==> src/rtl/lcg_stim_engine.sv <==
// ============================================================================
// Module   : lcg_stim_engine
// Purpose  : Stimulus/response engine. Drives a wide stimulus vector into a
//            device under test from one of four pattern generators (LCG,
//            hold, walking-one, all-zero) for a programmed number of cycles,
//            then keeps capturing responses for a fixed drain window while
//            compacting every response into a 32-bit rotating-XOR signature.
// Ports    : clk        - clock, rising edge active
//            rst_n      - asynchronous active-low reset
//            start      - run request, honoured only in IDLE or DONE
//            mode       - pattern select, latched at start
//                         (0 LCG, 1 hold, 2 walking-one, 3 all-zero)
//            seed       - LCG seed, latched at start
//            cycles     - number of RUN vectors, latched at start
//            stim_flat  - stimulus vector (IN_W bits)
//            stim_valid - stim_flat is live (PRIME or RUN)
//            resp_flat  - response vector (OUT_W bits)
//            busy       - high in PRIME, RUN and DRAIN
//            done       - high in DONE
//            cyc_count  - RUN vectors issued so far (saturating)
//            signature  - response compaction result
// Revision : 1.0 - initial release
// ============================================================================
`default_nettype none

module lcg_stim_engine #(
  parameter int IN_W      = 136,
  parameter int OUT_W     = 159,
  parameter int DRAIN_LAT = 2
) (
  input  logic             clk,
  input  logic             rst_n,
  input  logic             start,
  input  logic [1:0]       mode,
  input  logic [31:0]      seed,
  input  logic [31:0]      cycles,
  output logic [IN_W-1:0]  stim_flat,
  output logic             stim_valid,
  input  logic [OUT_W-1:0] resp_flat,
  output logic             busy,
  output logic             done,
  output logic [31:0]      cyc_count,
  output logic [31:0]      signature
);

  // --------------------------------------------------------------------------
  // Constants
  // --------------------------------------------------------------------------
  localparam int NCH  = (IN_W + 31) / 32;   // stimulus chunks per refill
  localparam int NRCH = (OUT_W + 31) / 32;  // response chunks folded

  localparam logic [31:0] LCG_A = 32'h41C6_4E6D;
  localparam logic [31:0] LCG_C = 32'h0000_3039;

  localparam logic [2:0] S_IDLE  = 3'd0;
  localparam logic [2:0] S_PRIME = 3'd1;
  localparam logic [2:0] S_RUN   = 3'd2;
  localparam logic [2:0] S_DRAIN = 3'd3;
  localparam logic [2:0] S_DONE  = 3'd4;

  localparam logic [1:0] M_LCG  = 2'd0;
  localparam logic [1:0] M_HOLD = 2'd1;
  localparam logic [1:0] M_WALK = 2'd2;
  localparam logic [1:0] M_ZERO = 2'd3;

  localparam logic [3:0]      DRAIN_LAST = 4'((DRAIN_LAT > 0) ? (DRAIN_LAT - 1) : 0);
  localparam logic [IN_W-1:0] WALK_FIRST = IN_W'(1);

  // Jump-ahead coefficients: n LCG steps from s equal (MUL_n * s + ADD_n).
  // Every chunk of a refill is then one multiply-add off the same source
  // value instead of a serial chain of NCH multipliers.
  function automatic logic [31:0] jump_mul(input int n);
    logic [31:0] m;
    m = 32'd1;
    for (int i = 0; i < n; i++) begin
      m = m * LCG_A;
    end
    return m;
  endfunction

  function automatic logic [31:0] jump_add(input int n);
    logic [31:0] c;
    c = 32'd0;
    for (int i = 0; i < n; i++) begin
      c = c * LCG_A + LCG_C;
    end
    return c;
  endfunction

  // --------------------------------------------------------------------------
  // State
  // --------------------------------------------------------------------------
  logic [2:0]      state_q,  state_d;
  logic [1:0]      mode_q,   mode_d;
  logic [31:0]     cycles_q, cycles_d;
  logic [31:0]     lcg_q,    lcg_d;
  logic [IN_W-1:0] stim_q,   stim_d;
  logic [31:0]     cyc_q,    cyc_d;
  logic [31:0]     sig_q,    sig_d;
  logic [3:0]      drain_q,  drain_d;

  // --------------------------------------------------------------------------
  // Vector generation
  // --------------------------------------------------------------------------
  // A start (from IDLE or DONE) loads the PRIME vector straight from the
  // input seed/mode; every later load works from the registered copies.
  logic            w_from_rest;
  logic [31:0]     w_lcg_src;
  logic [1:0]      w_mode_sel;
  logic [31:0]     chunk_val [NCH];
  logic [IN_W-1:0] w_refill;
  logic [31:0]     w_refill_last;
  logic [IN_W-1:0] w_walk_next;
  logic [IN_W-1:0] w_load_vec;
  logic            w_load_steps;

  assign w_from_rest   = (state_q == S_IDLE) || (state_q == S_DONE);
  assign w_lcg_src     = w_from_rest ? seed : lcg_q;
  assign w_mode_sel    = w_from_rest ? mode : mode_q;
  assign w_refill_last = chunk_val[NCH-1];

  for (genvar k = 0; k < NCH; k++) begin : g_chunk
    localparam logic [31:0] K_MUL = jump_mul(k + 1);
    localparam logic [31:0] K_ADD = jump_add(k + 1);

    assign chunk_val[k] = K_MUL * w_lcg_src + K_ADD;

    if (32 * (k + 1) <= IN_W) begin : g_full
      assign w_refill[32*k +: 32] = chunk_val[k];
    end else begin : g_part
      // Partial top chunk keeps the low bits of its LCG value.
      assign w_refill[IN_W-1:32*k] = chunk_val[k][IN_W-32*k-1:0];
    end
  end

  // Walking-one advances by rotating the current one-hot vector, which
  // gives bit index (vectors issued) mod IN_W without a separate counter.
  if (IN_W == 1) begin : g_walk_single
    assign w_walk_next = stim_q;
  end else begin : g_walk_rot
    assign w_walk_next = {stim_q[IN_W-2:0], stim_q[IN_W-1]};
  end

  always_comb begin
    w_load_vec   = '0;
    w_load_steps = 1'b0;
    case (w_mode_sel)
      M_LCG: begin
        w_load_vec   = w_refill;
        w_load_steps = 1'b1;
      end
      M_HOLD: begin
        // Only the PRIME vector is generated; RUN keeps presenting it.
        if (w_from_rest) begin
          w_load_vec   = w_refill;
          w_load_steps = 1'b1;
        end else begin
          w_load_vec = stim_q;
        end
      end
      M_WALK: begin
        w_load_vec = w_from_rest ? WALK_FIRST : w_walk_next;
      end
      M_ZERO: begin
        w_load_vec = '0;
      end
      default: begin
        w_load_vec = '0;
      end
    endcase
  end

  // --------------------------------------------------------------------------
  // Response compaction
  // --------------------------------------------------------------------------
  logic [31:0] resp_chunk [NRCH];
  logic [31:0] w_fold;
  logic [31:0] w_sig_step;

  for (genvar r = 0; r < NRCH; r++) begin : g_rchunk
    if (32 * (r + 1) <= OUT_W) begin : g_full
      assign resp_chunk[r] = resp_flat[32*r +: 32];
    end else begin : g_part
      assign resp_chunk[r] = {{(32*(r+1)-OUT_W){1'b0}}, resp_flat[OUT_W-1:32*r]};
    end
  end

  always_comb begin
    w_fold = '0;
    for (int i = 0; i < NRCH; i++) begin
      w_fold = w_fold ^ resp_chunk[i];
    end
  end

  assign w_sig_step = {sig_q[30:0], sig_q[31]} ^ w_fold;

  // --------------------------------------------------------------------------
  // Control
  // --------------------------------------------------------------------------
  logic [31:0] w_cyc_inc;

  assign w_cyc_inc = (cyc_q == 32'hFFFF_FFFF) ? cyc_q : (cyc_q + 32'd1);

  always_comb begin
    state_d  = state_q;
    mode_d   = mode_q;
    cycles_d = cycles_q;
    lcg_d    = lcg_q;
    stim_d   = stim_q;
    cyc_d    = cyc_q;
    sig_d    = sig_q;
    drain_d  = drain_q;

    case (state_q)
      S_IDLE, S_DONE: begin
        if (start) begin
          mode_d   = mode;
          cycles_d = cycles;
          cyc_d    = '0;
          sig_d    = 32'hFFFF_FFFF;
          // The LCG is seeded and the PRIME vector drawn from it on the same
          // edge, so the state lands on the last value of that refill.
          lcg_d    = w_load_steps ? w_refill_last : seed;
          stim_d   = w_load_vec;
          state_d  = S_PRIME;
        end
      end

      S_PRIME: begin
        if (cycles_q != '0) begin
          state_d = S_RUN;
          stim_d  = w_load_vec;
          cyc_d   = w_cyc_inc;
          if (w_load_steps) begin
            lcg_d = w_refill_last;
          end
        end else if (DRAIN_LAT == 0) begin
          state_d = S_DONE;
        end else begin
          state_d = S_DRAIN;
          drain_d = '0;
        end
      end

      S_RUN: begin
        sig_d = w_sig_step;
        // cyc_q counts the vector on display now, so equality means the
        // last RUN vector has been presented.
        if (cyc_q == cycles_q) begin
          if (DRAIN_LAT == 0) begin
            state_d = S_DONE;
          end else begin
            state_d = S_DRAIN;
            drain_d = '0;
          end
        end else begin
          stim_d = w_load_vec;
          cyc_d  = w_cyc_inc;
          if (w_load_steps) begin
            lcg_d = w_refill_last;
          end
        end
      end

      S_DRAIN: begin
        sig_d = w_sig_step;
        if (drain_q == DRAIN_LAST) begin
          state_d = S_DONE;
        end else begin
          drain_d = drain_q + 4'd1;
        end
      end

      default: begin
        state_d = S_IDLE;
      end
    endcase
  end

  always_ff @(posedge clk or negedge rst_n) begin
    if (!rst_n) begin
      state_q  <= S_IDLE;
      mode_q   <= '0;
      cycles_q <= '0;
      lcg_q    <= '0;
      stim_q   <= '0;
      cyc_q    <= '0;
      sig_q    <= '0;
      drain_q  <= '0;
    end else begin
      state_q  <= state_d;
      mode_q   <= mode_d;
      cycles_q <= cycles_d;
      lcg_q    <= lcg_d;
      stim_q   <= stim_d;
      cyc_q    <= cyc_d;
      sig_q    <= sig_d;
      drain_q  <= drain_d;
    end
  end

  // --------------------------------------------------------------------------
  // Outputs
  // --------------------------------------------------------------------------
  assign stim_flat  = stim_q;
  assign stim_valid = (state_q == S_PRIME) || (state_q == S_RUN);
  assign busy       = (state_q == S_PRIME) || (state_q == S_RUN) || (state_q == S_DRAIN);
  assign done       = (state_q == S_DONE);
  assign cyc_count  = cyc_q;
  assign signature  = sig_q;

endmodule

`default_nettype wire

==> config.mk <==
export PLATFORM = sky130hd
export DESIGN_NAME = lcg_stim_engine
export DESIGN_NICKNAME = d
export VERILOG_FILES = /design/src/rtl/lcg_stim_engine.sv
export SDC_FILE = /design/constraint.sdc
export NUM_CORES = 2
export LEC_CHECK = 0
export CORE_AREA = 2 2 315 317
export DETAILED_ROUTE_END_ITERATION = 7
export DIE_AREA = 0 0 317 319
export PLACE_DENSITY = 0.76
export SLEW_MARGIN = 40
export SYNTH_ARGS = -nofsm -noshare
export SYNTH_HDL_FRONTEND = slang
export SYNTH_SLANG_ARGS = --single-unit
==> constraint.sdc <==
create_clock -name clk -period 28.7 [get_ports clk]
set_clock_uncertainty 0.05 [all_clocks]
set_input_delay 2.87 -clock clk [delete_from_list [all_inputs] [get_ports clk]]
set_output_delay 2.87 -clock clk [all_outputs]
set_load 0.02 [all_outputs]
Word-level counts from Yosys, hierarchy flattened
Index checks and enable logic that the tools add are counted.

word-level totals
  register bits after elaboration = 273
  bits of input ports = 228
  output and inout bits = 203
  word-level logic and storage cells = 91

cells by class
  add/sub/neg operators = 7
  multipliers = 5
  eq/ne operators = 17
  mux-type cells = 33
  bitwise operators = 5
  reduce and logical (&&, ||, !) cells = 16

operator list
  kind                                                                   count
  136-bit two-way mux                                                    5
  136-bit one-hot mux with 4 select lines                                1
  136-bit one-hot mux with 3 select lines                                1
  32-bit two-way mux                                                     11
  32-bit one-hot mux with 3 select lines                                 2
  32-bit bitwise XOR                                                     4
  32-bit adder (second input constant)                                   3
  30-bit by 32-bit multiplier with 32-bit output (first input constant)  2
  31-bit by 32-bit multiplier with 32-bit output (first input constant)  2
  32-bit one-hot mux with 2 select lines                                 1
  32-bit by 1-bit adder with 32-bit output (second input constant)       1
  32-bit by 14-bit adder with 32-bit output (second input constant)      1
  32-bit by 28-bit adder with 32-bit output (second input constant)      1
  32-bit == test                                                         1
  32-bit == test (second input constant)                                 1
  32-bit by 32-bit multiplier with 32-bit output (first input constant)  1
  32-bit nonzero test                                                    1
  32-bit by 31-bit bitwise XOR with 32-bit output                        1
  2-bit inequality test (second input constant)                          7
  4-bit two-way mux                                                      3
  3-bit one-hot mux with 4 select lines                                  1
  4-bit one-hot mux with 3 select lines                                  1
  3-bit two-way mux                                                      3
  4-bit AND reduction                                                    2
  18 further kinds                                                       26

Logic depth before layout (Yosys ltp)
  word-level depth = 9
  depth in mapped cells = 36
  depth with buffers taken out = 31

Worst setup path after synthesis
OpenSTA, ideal clock, no wires.

  kind = input-to-reg
  start = input port seed[16]
  end = register stim_q[31], in the netlist stim_flat[31]
  setup time = 126 ps
  data arrival time = 10428 ps
  required time = 28524 ps
  setup slack = 18096 ps
  stages on the path = 24
  path buffers = 0
  cells stage by stage = mux2i_1 > inv_1 > ha_1 > inv_1 > fa_1 > fa_1 > fa_1 > inv_1 > fa_1 > fa_1 > fa_1 > inv_1 > fa_1 > inv_1 > ha_1 > and3_1 > a221oi_1 > o21ai_0 > a22o_1 > a2111oi_0 > nor2_1 > nor2_1 > xnor2_1 > a221o_1

on the way
  cells in the longest elaborated chain, start to end = 7
  elaborated cells on any way between the ends = 9
  those cells by class = add/sub: 1; mul: 1; mux: 7

RTL lines
  item                                              line           RTL
  from (decl)                                       35             input logic [31:0] seed,
  32-bit two-way mux *                              118            assign w_lcg_src = w_from_rest ? seed : lcg_q;
  31-bit by 32-bit multiplier with 32-bit output *  126            assign chunk_val[k] = K_MUL * w_lcg_src + K_ADD;
  32-bit by 14-bit adder with 32-bit output *       126
  136-bit two-way mux                               154            if (w_from_rest) begin
  136-bit one-hot mux with 4 select lines *         147            case (w_mode_sel)
  136-bit two-way mux, on equally long branches     249, 216, 230
  136-bit one-hot mux with 3 select lines *         214            case (state_q)
  to (signal assigned)                              295            stim_q <= stim_d;
  to (decl)                                         97             logic [IN_W-1:0] stim_q, stim_d;

Every way passes the cells marked *; elsewhere a longest branch is shown, timed or not. The select of a mux whose other input is x is not followed.
A chain may end at the register's enable or synchronous reset.

Worst setup path in the final report
  start = input port seed[4]
  end = register stim_q[63], in the netlist stim_flat[63]

on the way
  cells in the longest elaborated chain, start to end = 7
  elaborated cells on any way between the ends = 9
  those cells by class = add/sub: 1; mul: 1; mux: 7

RTL lines
  item                                              line
  32-bit two-way mux *                              118
  31-bit by 32-bit multiplier with 32-bit output *  126
  32-bit adder *                                    126
  136-bit two-way mux                               154
  136-bit one-hot mux with 4 select lines *         147
  136-bit two-way mux, on equally long branches     249, 216, 230
  136-bit one-hot mux with 3 select lines *         214

Marks and branches as above.

==> reports/results.txt <==
Status - finished, final reports clean
Clk root buf - clkbuf_16
Routability Congestion - 1.091
Slew @ Worst Pin - 908.7 ps
Critical path's largest stage delay - 710 ps
H-tree Lvls - 1
Min Tclk post-route - 11,630 ps
Crit-path slowest cell - clkinv_1
Synthesized instance count - 5,698
Syn nets - 7,556
CP Capture Type - flip-flop
Reg-to-Reg Start - state_q[1]$_DFFE_PN0P_
Hold buffer count at CTS - 0
Via/cell ratio - 5.812
Setup Viol. Count Final - 0
Startpoint types - input pin
Slew Limit Fails - 0
Detailed Place HPWL - 186,100 microns
Sum of negative setup slack - 0 ps
Clock Tree Buf Depth - 3
Number of flops mapped to enable cells by yosys - 0
Syn. warnings - 0
Inserted Clock Buffers - 31
Worst reg-to-reg setup slack - 17,600 ps
Commonest non-fill, non-tap cell in the layout - inv_1
Max Cap Viol - 0
Max_slew headroom - 37.69%
Setup repair after global routing missed its margin - no
Clock Sinks - 273
First-pass GRT wire length - 312,100 microns
Area of the die - 0.1011 sq mm
CP Data Arrival Time - 12,070 ps
Setup Buffers After CTS - 0
Crit path max fanout - 9
Setup WS post-layout - 17,070 ps
Total track usage - 43.91%
Initial DRC Count - 4,768
Filler cells - 8,471
Starting Density - 54.72%
Std-Cell Core Area - 0.09770 sq mm
CP required - 29,140 ps
Total routed wirelength - 220,300 microns
Number of global-route vias before repair - 43,220
# nets final - 7,973
Crit path from - seed[4]
Async set-reset flop share out of synthesis - 100.0%
DRC Markers - 0
Largest net degree at the start of global routing - 97
Vias - 43,170
Core Util, Final - 62.08%
Grt ovf - 0
Clock insertion delay at the later pin of the skew report - 640 ps
# port buffers - 430
WS Path Type - input pin to flip-flop
Initial antenna violation count - 10
Commonest non-fill, non-tap cells in the layout - 1,384 x inv_1, 823 x ha_1, 804 x fa_1, 429 x clkdlybuf4s50_1, 406 x xnor2_1
Hold_sp - lcg_q[14]$_DFFE_PN0P_
Placed Instances - 7,367
Fmax - 0.08601 GHz
Initial DRT Pass Iterations - 7
Clk slew on worst S/H paths - 60 ps
Seq/Total Area, Yosys - 12.78%
ANT nets after route - 0
Row cnt - 115
Finished Layout Cells - 7,427
Number of hold violations in the final report - 0
Die H - 319 microns
Synth Cell Area - 0.05346 sq mm
Hold WC Path Type - flip-flop to flip-flop
Mean Syn Cell Area - 9.383 sq um
Overall die width - 317 microns
Post-Place Setup Slack - 16,580 ps
Boundary Pins - 431
Post-CTS sizing - 0
Area Growth Syn to Fin - 13.45%
Ys flop type - dfrtp_1
Crit share post-route - 40.51%
CTS tree - yes
Share of cells above drive strength 1 - 3.683%
Flops & latches, synth - 273
Drt wl/cell - 29.66 microns
Synth cell types - 86
[per-stage QoR]
step	hold WS (ps)	instance area, sq um
6_report	476.6	60650
5_1_grt	500.5	60650
4_1_cts	481.0	60580
3_5_place_dp	464.8	59590
3_3_place_gp	450.6	59550
2_1_floorplan	429.3	53460
[layout make-up]
type / count / area, sq um / area share, %
clock inverters: 9 / 90.09 / 0.1485
inverters: 1394 / 5233 / 8.627
repair buffers: 515 / 4979 / 8.208
well taps: 1287 / 1610 / 2.655
clock buffers: 46 / 902.1 / 1.487
diodes: 3 / 7.507 / 0.01238
flip-flops and latches: 273 / 6832 / 11.26
multi-input cells: 3900 / 41000 / 67.60
[cell usage after synthesis (all sizes together), types with 6 or more instances]
| library cell | n | area (sq um) |
|---|---|---|
| nand4 | 27 | 168.9 |
| nor2b | 20 | 125.1 |
| dfrtp | 273 | 6832 |
| o21ai | 145 | 725.7 |
| mux2i | 39 | 422.9 |
| clkbuf | 101 | 379.1 |
| xor2 | 141 | 1235 |
| o21a | 24 | 180.2 |
| and4 | 8 | 70.07 |
| a21oi | 198 | 991.0 |
| o31ai | 7 | 52.55 |
| a21boi | 6 | 45.04 |
| nand3 | 93 | 465.5 |
| a31oi | 111 | 709.4 |
| a211oi | 10 | 87.58 |
| and2 | 24 | 150.1 |
| a211o | 6 | 52.55 |
| a21o | 90 | 675.7 |
| o211ai | 16 | 130.1 |
| a221o | 8 | 80.08 |
| and3 | 38 | 237.7 |
| mux2 | 19 | 214.0 |
| ha | 826 | 10330 |
| or3 | 19 | 118.9 |
| fa | 804 | 16100 |
| nand2 | 264 | 991.0 |
| nor3 | 23 | 125.1 |
| o22ai | 6 | 37.54 |
| xnor2 | 409 | 3582 |
| inv | 1390 | 5218 |
| buf | 30 | 172.7 |
| o21bai | 19 | 142.6 |
| nor3b | 10 | 75.07 |
| nand2b | 24 | 150.1 |
| a32oi | 7 | 61.31 |
| or2 | 15 | 93.84 |
| nor4 | 19 | 140.1 |
| a221oi | 28 | 245.2 |
| nor2 | 338 | 1289 |
[layer usage]
metal  up-vias  GRT usage (%)  wire length [microns]
met5         -              0                     80
met4        12          21.36                  13580
met3       477          12.86                  25640
met2      2292          62.22                  90830
met1     21590          61.18                  90150
li1      18800              -                      -
[state kept, by name, summed over array words and instances (netlist names)]
register and count:
cyc_count 32, cycles_q 32, drain_q 4, lcg_q 32, mode_q 2, signature 32
state_q 3, stim_flat 136
[worst max-delay path: cells and delay by family]
family          cells  cell delay (ps)
simple gates        4              590
xor+xnor            2              600
mux                 1              160
buf+inv            10             2340
fa+ha+maj           9             4220
compound gates      5             1280
[cells by family after synthesis]
family,count (synthesis),share of synthesized area (%)
AO/OA/AOI/OAI,729,8.715
adder cells (fa/ha/maj),1630,49.44
flip-flops,273,12.78
XOR/XNOR,550,9.010
multiplexers,58,1.191
buffers and inverters,1525,10.82
AND/OR/NAND/NOR,933,8.048
[path summary, 6_finish.rpt]
| check | endpoint | depth (start not counted) |
|---|---|---|
| min reg2reg | lcg_q[14]$_DFFE_PN0P_ | 2 |
| max in group asynchronous | lcg_q[27]$_DFFE_PN0P_ | 3 |
| min | lcg_q[14]$_DFFE_PN0P_ | 2 |
| min in group asynchronous | signature[18]$_DFFE_PN0P_ | 1 |
| max | stim_flat[63]$_DFFE_PN0P_ | 31 |
| max reg2reg | stim_flat[63]$_DFFE_PN0P_ | 33 |
Power is left out: the tool's default activity adds up to more than one toggle a clock period on the data nets, which glitch-free logic cannot reach.
